**config.mk**
```make
export PLATFORM = sky130hd
export DESIGN_NAME = game_controller_flat
export DESIGN_NICKNAME = d
export VERILOG_FILES = /design/src/rtl/game_pkg.sv /design/src/rtl/game_controller_if.sv /design/src/rtl/obstacle_pass_detect.sv /design/src/rtl/game_controller.sv /design/src/flat_wrapper.sv
export SDC_FILE = /design/constraint.sdc
export NUM_CORES = 1
export LEC_CHECK = 0
export ABC_AREA = 1
export CAP_MARGIN = 20
export CORE_AREA = 2 2 147 149
export CTS_BUF_LIST = sky130_fd_sc_hd__clkbuf_16
export CTS_CLUSTER_DIAMETER = 30
export DETAILED_ROUTE_END_ITERATION = 10
export DIE_AREA = 0 0 149 151
export PLACE_DENSITY_LB_ADDON = 0.15
export SLEW_MARGIN = 10
export SYNTH_ARGS = -nofsm -noshare
export SYNTH_HDL_FRONTEND = slang
export SYNTH_SLANG_ARGS = --single-unit
```
**constraint.sdc**
```tcl
create_clock -name CLOCK_50 -period 31.4 [get_ports CLOCK_50]
set_input_delay 6.28 -clock CLOCK_50 [delete_from_list [all_inputs] [get_ports CLOCK_50]]
set_output_delay 6.28 -clock CLOCK_50 [all_outputs]
set_load 0.02 [all_outputs]
```
**src/rtl/game_pkg.sv**
```systemverilog
// Shared types and defaults for the game-state controller: state encoding,
// parameter defaults and the obstacle-pass popcount helper.
package game_pkg;

  typedef enum logic [1:0] {
    ST_IDLE    = 2'd0,
    ST_PLAYING = 2'd1,
    ST_OVER    = 2'd2
  } game_state_e;

  localparam int N_OBS_DEF       = 5;
  localparam int WRAP_THRESH_DEF = 400;
  localparam int SCORE_MAX_DEF   = 99;
  localparam int DIV_INIT_DEF    = 500000;
  localparam int DIV_STEP_DEF    = 50000;
  localparam int DIV_MIN_DEF     = 100000;
  localparam int LEVEL_PTS_DEF   = 10;

  function automatic logic [2:0] popcount5(input logic [4:0] v);
    logic [2:0] cnt;
    cnt = 3'd0;
    for (int i = 0; i < 5; i++) begin
      cnt = cnt + {2'b00, v[i]};
    end
    return cnt;
  endfunction

endpackage

```
**src/rtl/game_controller_if.sv**
```systemverilog
// Frame-level bundle between the sprite/obstacle stages and the game controller:
// per-pixel drawing flags, obstacle positions, keys and the game outputs.
interface game_controller_if #(
  parameter int N_OBS = game_pkg::N_OBS_DEF
);
  logic                  vsync;
  logic                  start_n;
  logic                  player_drawing;
  logic [N_OBS-1:0]      obstacle_drawing;
  logic [N_OBS*10-1:0]   obstacle_y;
  logic                  playing;
  logic                  game_over;
  logic [6:0]            score;
  logic [6:0]            max_score;
  logic [31:0]           divider;

  modport master (
    output vsync, start_n, player_drawing, obstacle_drawing, obstacle_y,
    input  playing, game_over, score, max_score, divider
  );

  modport slave (
    input  vsync, start_n, player_drawing, obstacle_drawing, obstacle_y,
    output playing, game_over, score, max_score, divider
  );
endinterface

```
**src/rtl/obstacle_pass_detect.sv**
```systemverilog
// Per-obstacle wrap detector: remembers the Y seen on the previous frame tick
// and flags a pass when the obstacle jumps back up from near the bottom.
module obstacle_pass_detect
  import game_pkg::*;
#(
  parameter int WRAP_THRESH = WRAP_THRESH_DEF
) (
  input  logic       clk,
  input  logic       reset,
  input  logic       tick,
  input  logic [9:0] y,
  output logic       pass
);

  localparam logic [9:0] THRESH_C = 10'(WRAP_THRESH);

  logic [9:0] prev_y_r;
  logic       pass_s;

  // Track last frame's Y, refreshed on every tick regardless of game state.
  always_ff @(posedge clk) begin
    if (reset) begin
      prev_y_r <= 10'd0;
    end else if (tick) begin
      prev_y_r <= y;
    end else begin
      prev_y_r <= prev_y_r;
    end
  end

  // A pass is a drop in Y from at or below the wrap line, qualified by tick.
  always_comb begin
    pass_s = 1'b0;
    if (tick) begin
      pass_s = (prev_y_r >= THRESH_C) && (y < prev_y_r);
    end else begin
      pass_s = 1'b0;
    end
  end

  assign pass = pass_s;

endmodule

```
**src/rtl/game_controller.sv**
```systemverilog
// Game-state controller: start-key sync, frame tick, collision latch, IDLE/PLAYING/OVER
// FSM, saturating score, best score and game-speed divider (no extra divider latency).
module game_controller
  import game_pkg::*;
#(
  parameter int N_OBS       = N_OBS_DEF,
  parameter int WRAP_THRESH = WRAP_THRESH_DEF,
  parameter int SCORE_MAX   = SCORE_MAX_DEF,
  parameter int DIV_INIT    = DIV_INIT_DEF,
  parameter int DIV_STEP    = DIV_STEP_DEF,
  parameter int DIV_MIN     = DIV_MIN_DEF,
  parameter int LEVEL_PTS   = LEVEL_PTS_DEF
) (
  input logic               CLOCK_50,
  input logic               reset,
  game_controller_if.slave  bus
);

  localparam logic [6:0]  SCORE_MAX_C = 7'(SCORE_MAX);
  localparam logic [6:0]  LEVEL_PTS_C = 7'(LEVEL_PTS);
  localparam logic [31:0] DIV_INIT_C  = 32'(DIV_INIT);
  localparam logic [31:0] DIV_STEP_C  = 32'(DIV_STEP);
  localparam logic [31:0] DIV_MIN_C   = 32'(DIV_MIN);

  logic              s1_r, s2_r, s3_r, press_r;
  logic              vs_d_r, tick_s, collide_s;
  logic [N_OBS-1:0]  pass_s;
  logic [4:0]        pass5_s;
  logic [2:0]        n_pass_s;

  game_state_e       state_r, state_nxt_s;
  logic              hit_r, hit_nxt_s;
  logic [6:0]        score_r, score_nxt_s;
  logic [6:0]        max_score_r, max_nxt_s;
  logic [6:0]        level_r, level_nxt_s;
  logic [31:0]       divider_r, div_nxt_s;
  logic              playing_r, game_over_r;

  logic [7:0]        sum_s;
  logic [6:0]        sat_s, new_level_s, lvl_delta_s;
  logic [31:0]       dec_s, div_step_s;

  // Start key: 2-FF synchronizer, delay stage and a registered one-cycle press pulse.
  always_ff @(posedge CLOCK_50) begin
    if (reset) begin
      s1_r    <= 1'b1;
      s2_r    <= 1'b1;
      s3_r    <= 1'b1;
      press_r <= 1'b0;
      vs_d_r  <= 1'b0;
    end else begin
      s1_r    <= bus.start_n;
      s2_r    <= s1_r;
      s3_r    <= s2_r;
      press_r <= s3_r & ~s2_r;
      vs_d_r  <= bus.vsync;
    end
  end

  assign tick_s    = vs_d_r & ~bus.vsync;
  assign collide_s = bus.player_drawing & (|bus.obstacle_drawing);

  genvar gi;
  generate
    for (gi = 0; gi < N_OBS; gi++) begin : g_obs
      obstacle_pass_detect #(
        .WRAP_THRESH (WRAP_THRESH)
      ) u_pass (
        .clk   (CLOCK_50),
        .reset (reset),
        .tick  (tick_s),
        .y     (bus.obstacle_y[10*gi +: 10]),
        .pass  (pass_s[gi])
      );
    end
  endgenerate

  assign pass5_s  = 5'(pass_s);
  assign n_pass_s = popcount5(pass5_s);

  // Saturating score and speed-level arithmetic for a clean (hit-free) tick.
  always_comb begin
    sum_s       = {1'b0, score_r} + {5'd0, n_pass_s};
    sat_s       = (sum_s > {1'b0, SCORE_MAX_C}) ? SCORE_MAX_C : sum_s[6:0];
    new_level_s = sat_s / LEVEL_PTS_C;
    lvl_delta_s = new_level_s - level_r;
    dec_s       = 32'(lvl_delta_s) * DIV_STEP_C;
    if (dec_s == 32'd0) begin
      div_step_s = divider_r;
    end else if (divider_r >= (DIV_MIN_C + dec_s)) begin
      div_step_s = divider_r - dec_s;
    end else begin
      div_step_s = DIV_MIN_C;
    end
  end

  // Next-state logic; a press in IDLE/OVER takes priority over a coincident tick.
  always_comb begin
    state_nxt_s = state_r;
    score_nxt_s = score_r;
    max_nxt_s   = max_score_r;
    level_nxt_s = level_r;
    div_nxt_s   = divider_r;
    if (tick_s) begin
      hit_nxt_s = 1'b0;
    end else if (collide_s) begin
      hit_nxt_s = 1'b1;
    end else begin
      hit_nxt_s = hit_r;
    end
    case (state_r)
      ST_IDLE, ST_OVER: begin
        if (press_r) begin
          state_nxt_s = ST_PLAYING;
          score_nxt_s = 7'd0;
          hit_nxt_s   = 1'b0;
          level_nxt_s = 7'd0;
          div_nxt_s   = DIV_INIT_C;
        end else begin
          state_nxt_s = state_r;
        end
      end
      ST_PLAYING: begin
        if (tick_s && hit_r) begin
          state_nxt_s = ST_OVER;
          max_nxt_s   = (score_r > max_score_r) ? score_r : max_score_r;
        end else if (tick_s) begin
          score_nxt_s = sat_s;
          level_nxt_s = new_level_s;
          div_nxt_s   = div_step_s;
        end else begin
          state_nxt_s = ST_PLAYING;
        end
      end
      default: begin
        state_nxt_s = ST_IDLE;
      end
    endcase
  end

  // Game state, scores, divider and decoded status outputs.
  always_ff @(posedge CLOCK_50) begin
    if (reset) begin
      state_r     <= ST_IDLE;
      hit_r       <= 1'b0;
      score_r     <= 7'd0;
      max_score_r <= 7'd0;
      level_r     <= 7'd0;
      divider_r   <= DIV_INIT_C;
      playing_r   <= 1'b0;
      game_over_r <= 1'b0;
    end else begin
      state_r     <= state_nxt_s;
      hit_r       <= hit_nxt_s;
      score_r     <= score_nxt_s;
      max_score_r <= max_nxt_s;
      level_r     <= level_nxt_s;
      divider_r   <= div_nxt_s;
      playing_r   <= (state_nxt_s == ST_PLAYING);
      game_over_r <= (state_nxt_s == ST_OVER);
    end
  end

  assign bus.playing   = playing_r;
  assign bus.game_over = game_over_r;
  assign bus.score     = score_r;
  assign bus.max_score = max_score_r;
  assign bus.divider   = divider_r;

endmodule
```
**src/flat_wrapper.sv**
```systemverilog
// flat-port wrapper written by rule: the top's interface ports become plain ports
module game_controller_flat import game_pkg::*;
#(
  parameter int N_OBS       = N_OBS_DEF,
  parameter int WRAP_THRESH = WRAP_THRESH_DEF,
  parameter int SCORE_MAX   = SCORE_MAX_DEF,
  parameter int DIV_INIT    = DIV_INIT_DEF,
  parameter int DIV_STEP    = DIV_STEP_DEF,
  parameter int DIV_MIN     = DIV_MIN_DEF,
  parameter int LEVEL_PTS   = LEVEL_PTS_DEF
)
  (CLOCK_50, reset, bus_vsync, bus_start_n, bus_player_drawing, bus_obstacle_drawing, bus_obstacle_y, bus_playing, bus_game_over, bus_score, bus_max_score, bus_divider);
  game_controller_if #(.N_OBS(N_OBS)) bus_i ();
  input logic CLOCK_50;
  input logic reset;
  input wire logic [$bits(bus_i.vsync)-1:0] bus_vsync;
  input wire logic [$bits(bus_i.start_n)-1:0] bus_start_n;
  input wire logic [$bits(bus_i.player_drawing)-1:0] bus_player_drawing;
  input wire logic [$bits(bus_i.obstacle_drawing)-1:0] bus_obstacle_drawing;
  input wire logic [$bits(bus_i.obstacle_y)-1:0] bus_obstacle_y;
  output wire logic [$bits(bus_i.playing)-1:0] bus_playing;
  output wire logic [$bits(bus_i.game_over)-1:0] bus_game_over;
  output wire logic [$bits(bus_i.score)-1:0] bus_score;
  output wire logic [$bits(bus_i.max_score)-1:0] bus_max_score;
  output wire logic [$bits(bus_i.divider)-1:0] bus_divider;
  assign bus_i.vsync = bus_vsync;
  assign bus_i.start_n = bus_start_n;
  assign bus_i.player_drawing = bus_player_drawing;
  assign bus_i.obstacle_drawing = bus_obstacle_drawing;
  assign bus_i.obstacle_y = bus_obstacle_y;
  assign bus_playing = bus_i.playing;
  assign bus_game_over = bus_i.game_over;
  assign bus_score = bus_i.score;
  assign bus_max_score = bus_i.max_score;
  assign bus_divider = bus_i.divider;
  game_controller #(.N_OBS(N_OBS), .WRAP_THRESH(WRAP_THRESH), .SCORE_MAX(SCORE_MAX), .DIV_INIT(DIV_INIT), .DIV_STEP(DIV_STEP), .DIV_MIN(DIV_MIN), .LEVEL_PTS(LEVEL_PTS)) u_core (.CLOCK_50(CLOCK_50), .reset(reset), .bus(bus_i));
endmodule
```
Yosys cells after proc, flatten, opt, wreduce, memory -nomap -nowiden
Index checks and enable logic that the tools add are counted.
{"block": "op_classes", "eq_ne": 8, "n_mux": 27, "div": 1, "n_reduce_logical": 14, "mul": 1, "n_addsub": 8, "n_bitwise": 5, "n_lt_le_gt_ge": 13}
{"cell": "$mux W32", "n": 5}
{"cell": "$pmux W32 S2", "n": 1}
{"cell": "$ge A10 B9 Y1 const B", "n": 5}
{"cell": "$lt A10 B10 Y1", "n": 5}
{"cell": "$mux W7", "n": 6}
{"cell": "$ge A32 B32 Y1", "n": 1}
{"cell": "$sub A32 B23 Y32", "n": 1}
{"cell": "$pmux W7 S2", "n": 2}
{"cell": "$add A17 B23 Y24 const A", "n": 1}
{"cell": "$logic_not A23 Y1", "n": 1}
{"cell": "$mul A7 B12 Y19 const B", "n": 1}
{"cell": "$add A3 B1 Y3", "n": 3}
{"cell": "$mux W1", "n": 9}
{"cell": "$add A7 B3 Y8", "n": 1}
{"cell": "$gt A8 B7 Y1 const B", "n": 1}
{"cell": "$div A7 B4 Y7 const B", "n": 1}
{"cell": "$gt A7 B7 Y1", "n": 1}
{"cell": "$sub A7 B7 Y7", "n": 1}
{"cell": "$logic_and A1 B1 Y1", "n": 6}
{"cell": "$mux W2", "n": 3}
{"cell": "$reduce_and A5 Y1", "n": 1}
{"cell": "$reduce_or A5 Y1", "n": 1}
{"cell": "$eq A2 B1 Y1 const B", "n": 2}
{"cell": "$eq A2 B2 Y1 const B", "n": 2}
{"cell": "11 further kinds", "n": 16}
{"block": "totals", "input_bits": 60, "out_inout_bits": 48, "word_cells": 95, "regBits": 113}

Logic depth before layout (Yosys ltp)
{"block": "depth", "word_depth": 20, "depth_mapped": 87, "depth_no_buf": 87}

By module
Synthesis repeated with hierarchy kept, for this count alone.
{"block": "hier_totals", "cells_unflattened": 1351, "hier_area_um2": 9569.2}
{"mod": "game_controller", "seq_area_each_um2": 1121.1, "instances": 1, "cells_per_inst": 921, "area_per_inst_um2": 6409.9}
{"mod": "obstacle_pass_detect", "seq_area_each_um2": 200.2, "instances": 5, "cells_per_inst": 86, "area_per_inst_um2": 631.9}

Least setup slack after synthesis
OpenSTA, ideal clock, no wires.
{"block": "synth_timing", "kind": "in2reg", "start": "in bus_obstacle_y[11]", "end": "reg u_core.divider_r[25], in the netlist u_core.bus.divider[25]", "setup_ns": 0.070, "t_required_ns": 31.330, "path_slack_ns": 13.385, "arrival_ns": 17.944, "path_stages": 81, "path_cell_list": "ha_1 -> o21ai_0 -> nand2_1 -> a21oi_1 -> nor2_1 -> o21a_1 -> o21a_1 -> o21ai_0 -> nand2_1 -> a21oi_1 -> o2111a_1 -> ha_1 -> inv_1 -> fa_1 -> inv_1 -> ha_1 -> fa_1 -> inv_1 -> (+45 left out) -> or2_4 -> xor2_4 -> nor3_2 -> nand2_1 -> nand2_2 -> nand3_2 -> or3_1 -> or3_1 -> ha_1 -> nand4_1 -> nor4_1 -> nand3b_1 -> nand3_1 -> clkbuf_1 -> nand3_1 -> nor2_1 -> nand2_1 -> a21oi_1"}
{"block": "synth_via", "elab_chain_len": 20, "word_cells_on_any_way": 24}
{"item": "start: declaration", "line_no": "flat_wrapper.sv:20", "text": "input wire logic [$bits(bus_i.obstacle_y)-1:0] bus_obstacle_y;"}
{"item": "$lt A10 B10 Y1 *", "line_no": "obstacle_pass_detect.sv:35", "text": "pass_s = (prev_y_r >= THRESH_C) && (y < prev_y_r);"}
{"item": "$logic_and A1 B1 Y1 *", "line_no": "obstacle_pass_detect.sv:35"}
{"item": "$mux W1 *", "line_no": "obstacle_pass_detect.sv:34", "text": "if (tick) begin"}
{"item": "$add A1 B1 Y2 *", "line_no": "game_pkg.sv:23", "text": "cnt = cnt + {2'b00, v[i]};"}
{"item": "$add A3 B1 Y3 * (3 in a row)", "line_no": "game_pkg.sv:23"}
{"item": "$add A7 B3 Y8 *", "line_no": "game_controller.sv:83", "text": "sum_s = {1'b0, score_r} + {5'd0, n_pass_s};"}
{"item": "$gt A8 B7 Y1", "line_no": "game_controller.sv:84", "text": "sat_s = (sum_s > {1'b0, SCORE_MAX_C}) ? SCORE_MAX_C : sum_s[6:0];"}
{"item": "$mux W7 *", "line_no": "game_controller.sv:84"}
{"item": "(+2 left out)"}
{"item": "$mul A7 B12 Y19 *", "line_no": "game_controller.sv:87", "text": "dec_s = 32'(lvl_delta_s) * DIV_STEP_C;"}
{"item": "$add A17 B23 Y24", "line_no": "game_controller.sv:90", "text": "end else if (divider_r >= (DIV_MIN_C + dec_s)) begin"}
{"item": "$ge A32 B32 Y1", "line_no": "game_controller.sv:90"}
{"item": "$mux W32", "line_no": "game_controller.sv:90"}
{"item": "$mux W32", "line_no": "game_controller.sv:88", "text": "if (dec_s == 32'd0) begin"}
{"item": "$mux W32", "line_no": "game_controller.sv:127", "text": "end else if (tick_s) begin"}
{"item": "$mux W32", "line_no": "game_controller.sv:124", "text": "if (tick_s && hit_r) begin"}
{"item": "$pmux W32 S2", "line_no": "game_controller.sv:111", "text": "case (state_r)"}
{"item": "end signal: assignment", "line_no": "game_controller.sv:158", "text": "divider_r <= div_nxt_s;"}
{"item": "end: declaration", "line_no": "game_controller.sv:36", "text": "logic [31:0] divider_r, div_nxt_s;"}
Every way passes the cells marked *; elsewhere a longest branch is shown, timed or not. The select of a mux whose other input is x is not followed.
A chain may end at the register's enable or synchronous reset.

Worst setup path after layout
{"block": "layout_timing", "start": "in bus_obstacle_y[11]", "end": "reg u_core.divider_r[12], in the netlist u_core.bus.divider[12]"}
Same word-level chain as after synthesis.

==> qor.csv <==
metric;value;unit
synth_ff_type;dfxtp_1;
grt_usage;20.93;%
place_area;10440;um^2
synth_top_area_share;23.02;%
worst-setup-path-type;in2reg;
ios;108;
rsz0062_at_grt;no;
overflow;0;
synthTopCellsByCount;nand2_1, inv_1, a21oi_1;
yosysMostFrequentCell;nand2_1;
cts.hold.buffers_added;0;
clockRootBuffer;clkbuf_16;
slowest_delay;0.64;ns
n_antenna_cell;0;
die_w;149;um
critPathMaxFanout;18;
vdd_drop_max;25.91;uV
grt_max_degree;66;
r2r_cells;81;
cts_buffers;9;
syn_to_final_growth;16.62;%
status;finished clean;
yosys_warnings;0;
crit_path_end_kind;register;
clk_pin_slew;0.07;ns
dieArea;22500;um^2
numPortBuffers;103;
ys_ff_latch;106;
drive_above_1_share;5.147;%
rows;53;
antenna_found_initial;0;
nets;1577;
min_path_cells;1;
vias;8429;
critical_path_arrival;20.26;ns
fin_area;10750;um^2
cts_htree_levels;3;
post_cts_buffers;0;
period_share;63.62;%
tns;0;ns
initial_core_util;44.28;%
wire_per_inst;13.96;um
worstMarginPinSlew;1.070;ns
multi_input_area;6217;um^2
dpl.hpwl;17830;um
cts_buffer_depth;2;
cts-resized-gates;0;
crit_cells;81;
yosys-top-cells-area;dfxtp_1, ha_1, a21oi_1;
worstPathRequired;31.68;ns
die_h;151;um
seqCellArea;2122;um^2
fillers;2132;
ys_async_sr_fraction;0;%
cts_tree;done;
grt_pass1_vias;7950;
worstSkewPairLatency;0.36;ns
core;20820;um^2
synth_top_area_cell;dfxtp_1;
timing.fmax;50.06;MHz
synth_edf_count;0;
clkSinkCount;106;
crit_buf_inv;14;
min_path_type;reg2reg;
synth.avg_cell_area;7.249;um^2
wirelength;22820;um
power_density;28.75;nW/um^2
drt_pre_antenna_iters;5;
start_kind;primary input;
syn_inst;1272;
cp_top_family;simple AND/OR/NAND/NOR gates;
grt_pass1_wl;38130;um
synth_area;9220;um^2
drc;0;
final-hold-violation-count;0;
path_common_cell;nand2_1;
setup_violations;0;
ant_nets;0;
maxCapViolCount;0;
routabilityCongestion;0.8638;
ys_seq_area_share;23.02;%
slowest_stage;fa_1;
fin_skew;0.01164;ns
synth.distinct_cells;55;
power.leakage;4.887;nW
min_period;19.98;ns
slew_violations;0;
drt-initial-drc-count;343;
routed_via_density;5.155;
max_slew_margin;28.68;%
metrics by stage:
step                std cells  power, mW  utilization [%]  hold slack (ns)  setup slack, ns
finish                   1635     0.3091            51.64           0.4121            11.42
global route             1635     0.3251            51.64           0.4282            10.21
CTS                      1635     0.3133            51.64           0.4161            11.47
detailed placement       1619     0.1924            50.13           0.3981            11.12
global placement         1619     0.1920            50.13           0.3913            11.46
floorplan                1275     0.1747                -           0.3895            13.39
area by class of cell:
type	instances	area share (%)
Timing Repair Buffer	106	9.798
Clock buffer	9	2.094
Sequential cell	106	19.73
Tap cell	275	3.200
Inverter	187	6.528
Multi-Input combinational cell	945	57.82
Clock inverter	7	0.8262
per-layer routing:
| layer | up-vias | global-route usage (%) | wire [um] |
|---|---|---|---|
| met2 | 165 | 38.09 | 11140 |
| met1 | 3807 | 25.60 | 10300 |
| met4 | 0 | 5.810 | 488 |
| li1 | 4431 | - | - |
| met3 | 26 | 3.253 | 892 |
| met5 | - | 0 | 0 |
cell usage in the layout, fill, tap and decap left out, types with 8 or more instances in the layout:
| cell | count |
|---|---|
| clkdlybuf4s50_1 | 103 |
| clkbuf_16 | 9 |
| nor2_1 | 79 |
| inv_1 | 178 |
| nand4_1 | 20 |
| inv_2 | 8 |
| fa_1 | 11 |
| dfxtp_1 | 106 |
| o21ai_0 | 96 |
| a21oi_1 | 161 |
| nand2_1 | 197 |
| a21o_1 | 9 |
| xor2_1 | 28 |
| xnor2_1 | 13 |
| ha_1 | 151 |
| o21ai_1 | 8 |
| nand3_1 | 51 |
| a31oi_1 | 8 |
| nand2_2 | 11 |
| nor3_1 | 15 |
worst reg2reg max path: cells and delay by family (launching register included):
| family | cells | cell delay [ns] |
|---|---|---|
| AO/OA/AOI/OAI | 10 | 1.38 |
| XOR/XNOR | 1 | 0.18 |
| adder cells (fa/ha/maj) | 16 | 5.27 |
| buffers and inverters | 14 | 1.03 |
| flip-flops | 1 | 0.31 |
| AND/OR/NAND/NOR | 40 | 5.67 |
sequential cells by signal, indices dropped and copies added, names as in the netlist:
signal                        cells
u_core.bus.playing                1
u_core.bus.game_over              1
u_core.level_r                    4
u_core.press_r                    1
u_core.hit_r                      1
u_core.state_r                    2
u_core.s2_r                       1
u_core.bus.max_score              7
u_core.s1_r                       1
u_core.g_obs.u_pass.prev_y_r     50
u_core.bus.score                  7
u_core.bus.divider               28
u_core.s3_r                       1
u_core.vs_d_r                     1
power by group:
group	leakage [nW]	internal [mW]	switching [mW]	total, mW
clock network	0.154	0.0635	0.0563	0.120
registers	0.863	0.139	0.00254	0.141
logic	3.87	0.0215	0.0264	0.0479
total	4.89	0.224	0.0853	0.309
path summary, 6_finish.rpt:
path | startpoint | to | slack [ns]
worst max register to register | u_core.g_obs[1].u_pass.prev_y_r[1] | u_core.bus.divider[12] | 17.44
worst min register to register | u_core.s1_r | u_core.s2_r | 0.41
worst min-delay path | u_core.s1_r | u_core.s2_r | 0.41
worst max-delay path | bus_obstacle_y[11] | u_core.bus.divider[12] | 11.42
cells by family (layout without fill, tap and decap cells):
kind of cell,after synthesis,count (layout),synth area share [%]
other,1,4,0.04067
adder cells (fa/ha/maj),162,162,22.88
AND/OR/NAND/NOR,413,413,20.38
AO/OA/AOI/OAI,320,320,19.08
XOR/XNOR,46,46,4.899
flip-flops,106,106,23.02
buffers and inverters,224,309,9.703
(Power assumes the default switching activity.)
